**src/rtl/johnson_sched.sv**
```systemverilog
// Run controller for a synchronous Johnson counter: clear, then step for N full revolutions.
// Optional pattern checking against an internal shadow counter is enabled with `define JSCHED_CHECK_EN.
module johnson_sched #(
  parameter int WIDTH = 4,
  parameter int CW    = 8
) (
  input  logic             clk,
  input  logic             rst,
  input  logic             start,
  input  logic [CW-1:0]    num_rev,
  input  logic             hold,
  input  logic             abort,
  input  logic [WIDTH-1:0] jc_out,
  output logic             jc_clr,
  output logic             jc_en,
  output logic             busy,
  output logic             done,
  output logic [CW-1:0]    rev_cnt,
  output logic             err
);

  localparam int PW = $clog2(2 * WIDTH);
  localparam logic [PW-1:0] PHASE_LAST = PW'(2 * WIDTH - 1);

  typedef enum logic [2:0] {
    S_IDLE  = 3'd0,
    S_CLEAR = 3'd1,
    S_RUN   = 3'd2,
    S_DONE  = 3'd3,
    S_FAULT = 3'd4
  } state_t;

  state_t        state_r;
  logic [PW-1:0] phase_r;
  logic [CW-1:0] num_rev_r;
  logic [CW-1:0] rev_cnt_r;
  logic          err_r;
  logic          fault_s;
  logic          wrap_s;
  logic          last_s;

`ifdef JSCHED_CHECK_EN
  logic [WIDTH-1:0] shadow_r;

  function automatic logic [WIDTH-1:0] jc_next(input logic [WIDTH-1:0] v);
    return {v[WIDTH-2:0], ~v[WIDTH-1]};
  endfunction

  // The real counter must track the shadow whenever it is expected to be stable or stepping.
  always_comb begin
    fault_s = 1'b0;
    if ((state_r == S_RUN) || (state_r == S_DONE)) begin
      fault_s = (jc_out != shadow_r);
    end else begin
      fault_s = 1'b0;
    end
  end
`else
  logic unused_jc_out;
  assign unused_jc_out = ^jc_out;
  assign fault_s       = 1'b0;
`endif

  // Revolution bookkeeping for the current step.
  always_comb begin
    wrap_s = 1'b0;
    last_s = 1'b0;
    if (phase_r == PHASE_LAST) begin
      wrap_s = 1'b1;
      last_s = ((rev_cnt_r + CW'(1)) == num_rev_r);
    end else begin
      wrap_s = 1'b0;
      last_s = 1'b0;
    end
  end

  // Run-control state machine.
  always_ff @(posedge clk) begin
    if (rst) begin
      state_r   <= S_IDLE;
      phase_r   <= '0;
      num_rev_r <= '0;
      rev_cnt_r <= '0;
      err_r     <= 1'b0;
`ifdef JSCHED_CHECK_EN
      shadow_r  <= '0;
`endif
    end else begin
      case (state_r)
        S_IDLE, S_DONE, S_FAULT: begin
          if ((state_r == S_DONE) && fault_s) begin
            state_r <= S_FAULT;
            err_r   <= 1'b1;
          end else if (start) begin
            num_rev_r <= num_rev;
            rev_cnt_r <= '0;
            phase_r   <= '0;
            err_r     <= 1'b0;
`ifdef JSCHED_CHECK_EN
            shadow_r  <= '0;
`endif
            state_r   <= (num_rev == '0) ? S_DONE : S_CLEAR;
          end else if (state_r == S_DONE) begin
            state_r <= S_IDLE;
          end else begin
            state_r <= state_r;
          end
        end
        S_CLEAR: begin
          state_r <= abort ? S_IDLE : S_RUN;
        end
        S_RUN: begin
          if (abort) begin
            state_r <= S_IDLE;
          end else if (fault_s) begin
            state_r <= S_FAULT;
            err_r   <= 1'b1;
          end else if (!hold) begin
            phase_r <= wrap_s ? '0 : (phase_r + PW'(1));
`ifdef JSCHED_CHECK_EN
            shadow_r <= jc_next(shadow_r);
`endif
            if (wrap_s) begin
              rev_cnt_r <= rev_cnt_r + CW'(1);
            end
            if (last_s) begin
              state_r <= S_DONE;
            end
          end else begin
            state_r <= S_RUN;
          end
        end
        default: begin
          state_r <= S_IDLE;
        end
      endcase
    end
  end

  assign jc_clr  = (state_r == S_CLEAR);
  assign jc_en   = (state_r == S_RUN) & ~hold & ~abort;
  assign busy    = (state_r == S_CLEAR) || (state_r == S_RUN);
  assign done    = (state_r == S_DONE);
  assign rev_cnt = rev_cnt_r;
  assign err     = err_r;

endmodule

```
**config.mk**
```make
export PLATFORM = sky130hd
export DESIGN_NAME = johnson_sched
export DESIGN_NICKNAME = d
export VERILOG_FILES = /design/src/rtl/johnson_sched.sv
export SDC_FILE = /design/constraint.sdc
export NUM_CORES = 1
export LEC_CHECK = 0
export ABC_CLOCK_PERIOD_IN_PS = 2800
export BUFFER_PORTS_ARGS = -buffer_cell sky130_fd_sc_hd__buf_4
export CELL_PAD_IN_SITES_DETAIL_PLACEMENT = 2
export CELL_PAD_IN_SITES_GLOBAL_PLACEMENT = 2
export CORE_MARGIN = 10
export CORE_UTILIZATION = 29
export CTS_CLUSTER_DIAMETER = 120
export DETAILED_ROUTE_END_ITERATION = 10
export GPL_ROUTABILITY_DRIVEN = 0
export GPL_TIMING_DRIVEN = 0
export PLACE_DENSITY = 0.82
export SLEW_MARGIN = 20
export SYNTH_ARGS = -nofsm -noshare
export SYNTH_HDL_FRONTEND = slang
export SYNTH_SLANG_ARGS = --single-unit
```
**constraint.sdc**
```tcl
create_clock -name clk -period 2.8 [get_ports clk]
set_input_delay 0.56 -clock clk [delete_from_list [all_inputs] [get_ports clk]]
set_output_delay 0.56 -clock clk [all_outputs]
set_load 0.02 [all_outputs]
```
Word level (Yosys, flattened, before mapping) --
Index checks and enable logic that the tools add are counted.
Storage, ports and cells: logic and storage cells 51, flip-flop bits (word level) 22
Operators by class: bitwise gates (word level) 4, equal/unequal tests 12, mux-type cells 20, add/sub/neg operators 2, reductions and logical operators 9
Operators by type and width (number):
- $mux 8 | 4
- $mux 3 | 9
- $pmux 8 s2 | 1
- $pmux 3 s3 | 1
- $add 8x1->8 const B | 1
- $eq 8x8->1 | 1
- $logic_not 8->1 | 1
- $ne 2x2->1 const B | 4
- $eq 3x2->1 const B | 2
- $eq 3x3->1 const B | 2
- $pmux 3 s2 | 1
- $reduce_and 5->1 | 1
- $mux 2 | 2
- $ne 4x4->1 const B | 1
- $reduce_and 2->1 | 2
- $reduce_and 4->1 | 1
- $add 3x1->3 const B | 1
- $eq 3x1->1 const B | 1
- $logic_not 3->1 | 1
- $ne 3x3->1 const B | 1
- $reduce_or 3->1 | 1
- $and 1x1->1 | 2
- $mux 1 | 2
- $not 1->1 | 2
- other kinds (2) | 2

Depth between registers and ports, before layout --
word-level depth 7, mapped depth 8, gate-level depth less buffers 8

Worst setup path before layout --
No wires, ideal clock.
path type register to register, start point register rev_cnt_r[7] (netlist: rev_cnt[7]), end point register state_r[0], path buffers 0, arrival time 2.090 ns, path slack 0.623 ns, period minus slack after synthesis 2.177 ns, cell stages (with the launch flop) 6, cell sequence dfxtp_1 -> xor2_1 -> mux2_4 -> o32a_1 -> or4_4 -> a221oi_2
On the way: cells in the longest elaborated chain, start to end 5
RTL lines:
- from (decl) | RTL line 36 | logic [CW-1:0] rev_cnt_r;
- from (signal assigned) | RTL line 124 | rev_cnt_r <= rev_cnt_r + CW'(1);
- $add 8x1->8 | RTL line 70 | last_s = ((rev_cnt_r + CW'(1)) == num_rev_r);
- $eq 8x8->1 | RTL line 70
- $mux 1 | RTL line 68 | if (phase_r == PHASE_LAST) begin
- $ne 4x4->1 (no line)
- $reduce_and 2->1 (no line)
- to (signal assigned) | RTL line 102 | state_r <= (num_rev == '0) ? S_DONE : S_CLEAR;
- to (signal assigned) | RTL line 106 | state_r <= state_r;
- to (signal assigned) | RTL line 110 | state_r <= abort ? S_IDLE : S_RUN;
- to (decl) | RTL line 33 | state_t state_r;
Every way passes these cells. A chain may end at the register's enable or synchronous reset.

Worst setup path in the final report --
start point register state_r[0], end point register rev_cnt_r[4] (netlist: rev_cnt[4])
On the way: cells in the longest elaborated chain, start to end 4, elaborated cells between the ends (all ways) 12, classes of those cells eq/ne (7); mux (1); reduce/logical (4)
RTL lines:
- $eq 3x2->1, or another cell as far along | RTL line 89 | case (state_r)
- $reduce_or 3->1 | RTL line 89
- $ne 2x2->1 (no line) / $reduce_bool 2->1 (equally long branches)
- $reduce_and 5->1 (no line)
Several ways; a longest one is shown, not always the timed one.

==> results.tsv <==
metric	value	unit
rows	23	
crit_chain	inv_1 -> ha_1 -> nand2b_1 -> a21boi_1 -> nand2_1 -> or3_1 -> a21oi_1	
hp-class	input pin to flip-flop	
wl_per_cell	16.5	um
cts-buffers-inserted	3	
required	3.00	ns
powerDensity	650	nW/um2
drc	0	
hold-path-cell-count	2	
ys_seq_elements	21	
vias_per_cell	5.14	
r2r_start	state_r[0]	
synthMuxAreaShare	1.26	%
critPathCaptureType	flip-flop	
syn_nets	180	
post_cts_buffers	0	
grt_max_degree	13	
core	4000	um2
syn_area	1190	um2
drive_above_1_share	17.3	%
grt_pass1_vias	1434	
critPathLaunch	state_r[0]	
setup_tns	0	ns
hold_viol	0	
holdBufCountCts	0	
clk_latency	0.27	ns
dp_hpwl	3.12	mm
fin_crit	2.54	ns
total_leakage_power	0.605	nW
synth_flop_cell	dfxtp_1	
diodes	0	
ant_nets	0	
tightest_slew	0.645	ns
arrival	2.74	ns
die_area	7080	um2
drv_slew	0	
hold_start	rst	
cts.reportedPaths.clkPinSlew	0.09	ns
ys_seq_area_share	35.2	%
groute.usage.overall	11.3	%
worstSetupStartpointType	flip-flop	
slew_headroom	56.9	%
crit_buf_inv	1	
postRouteWirelength	3.87	mm
drtIter0Drc	36	
antenna_found_initial	0	
synth_xor_area_share	7.34	%
synthDistinctLibCells	36	
synth_warnings	0	
fin_nets	209	
layout.cells.non_filler	235	
synthAdderAreaFrac	6.29	%
ir_drop	0.291	mV
h-tree-depth	1	
r2r.worst_path.cells	7	
die_h	84.2	um
maxCapViolCount	0	
cp.depth	7	
final_util	37.1	%
synth_top_family_by_area	simple AND/OR/NAND/NOR gates	
cts_sinks	21	
synth_edf_count	0	
critical_path_class	flip-flop to flip-flop	
start_util	29.8	%
finalClockSkew	0.00516	ns
synth_compound_area_share	16.6	%
async_reset_ff_share	0	%
via_count	1207	
area_growth	24.2	%
clk_root_buffer_cell	clkbuf_8	
num_io_pins	30	
grt_setup_unrepaired	no	
place_inst	231	
port_buffers	24	
whs	0.458	ns
gr-total-overflow	0	
reg2reg_slack	0.26	ns
die_w	84.2	um
cts_resized	0	
netlist_instances	157	
setup_viol	0	
timing.final.crit_share	90.6	%
cts_tree	built	
slowest_delay	0.58	ns
grt_pass1_wl	6.96	mm
synth_area_per_cell	7.60	um2
power	0.000963	W
status	complete, no violations	
dr.pass1.iters	4	
cpLargestDelayFamily	simple AND/OR/NAND/NOR gates	
crit_fanout	8	
crit_slowest_cell	a21boi_1	
clockBufferDepth	2	
synthSimpleGateAreaFrac	29.9	%
max_freq	394	MHz
==> cells by family after synthesis <==
logic type	Yosys count
buf+inv	9
other cells	1
mux	1
xor+xnor	10
flops	21
compound gates	33
simple gates	76
fa+ha+maj	6
==> worst paths after layout <==
check	endpoint
max reg2reg	rev_cnt[4]
min	state_r[0]
max	rev_cnt[4]
min reg2reg	phase_r[2]
==> final cells by class <==
cell class                 count  area, um2
fill                         479       2520
multi-input combinational    127        736
sequential                    21        420
timing repair buffer          24        180
tap                           50       62.6
clock buffer                   3       41.3
buffer                         5       22.5
inverter                       4       15.0
clock inverter                 1       5.00
==> worst register-to-register path, delay by kind of cell (launching register included) <==
kind / cells / cell delay, ns
simple gates: 3 / 0.94
compound gates: 2 / 0.73
flops: 1 / 0.39
fa+ha+maj: 1 / 0.36
buf+inv: 1 / 0.06
==> Yosys cell counts, types with 2 or more instances <==
cell type / number / area [um2]
nand2_1: 35 / 131
dfxtp_1: 21 / 420
a21oi_1: 19 / 95.1
nor2_1: 15 / 56.3
ha_1: 6 / 75.1
xnor2_1: 6 / 52.6
nand3_1: 5 / 25.0
clkbuf_1: 4 / 15.0
inv_1: 4 / 15.0
nor3_1: 4 / 20.0
xor2_1: 4 / 35.0
nor4_1: 3 / 18.8
o21ai_0: 3 / 15.0
o22ai_1: 3 / 18.8
a31oi_1: 2 / 12.5
nand2b_1: 2 / 12.5
nand4_1: 2 / 12.5
==> cell usage in the layout, fill, tap and decap left out, types with 3 or more instances in the layout <==
cell / n
nand2_1: 35
buf_4: 25
dfxtp_1: 21
a21oi_1: 19
nor2_1: 15
xnor2_1: 6
ha_1: 6
nand3_1: 5
inv_1: 4
clkbuf_1: 4
xor2_1: 4
nor3_1: 4
o21ai_0: 3
o22ai_1: 3
nor4_1: 3
clkbuf_8: 3
==> registers in the layout, indices dropped and copies added, names as in the netlist <==
register	cells
num_rev_r	8
phase_r	3
rev_cnt	8
state_r	2
==> per-stage QoR <==
stage / setup slack (ns) / area (um2)
2_1_floorplan: 0.623 / 1190
3_3_place_gp: 0.352 / 1440
3_5_place_dp: 0.280 / 1440
4_1_cts: 0.279 / 1480
5_1_grt: 0.0540 / 1480
6_report: 0.263 / 1480
==> per-layer routing <==
layer / share of wire [%] / up-vias / track usage [%]
met2: 51 / 16 / 20.3
met1: 46 / 581 / 13.4
met5: 0 / - / 0
li1: - / 607 / -
met3: 3.0 / 3 / 2.32
met4: 0.54 / 0 / 2.28
==> where the power goes <==
| group | internal [W] | switching (W) |
|---|---|---|
| Clock | 0.0000995 | 0.000113 |
| Combinational | 0.000141 | 0.000248 |
| Sequential | 0.000329 | 0.0000327 |
| Total | 0.000570 | 0.000393 |
Note: power is estimated with default switching activity, not from simulation.
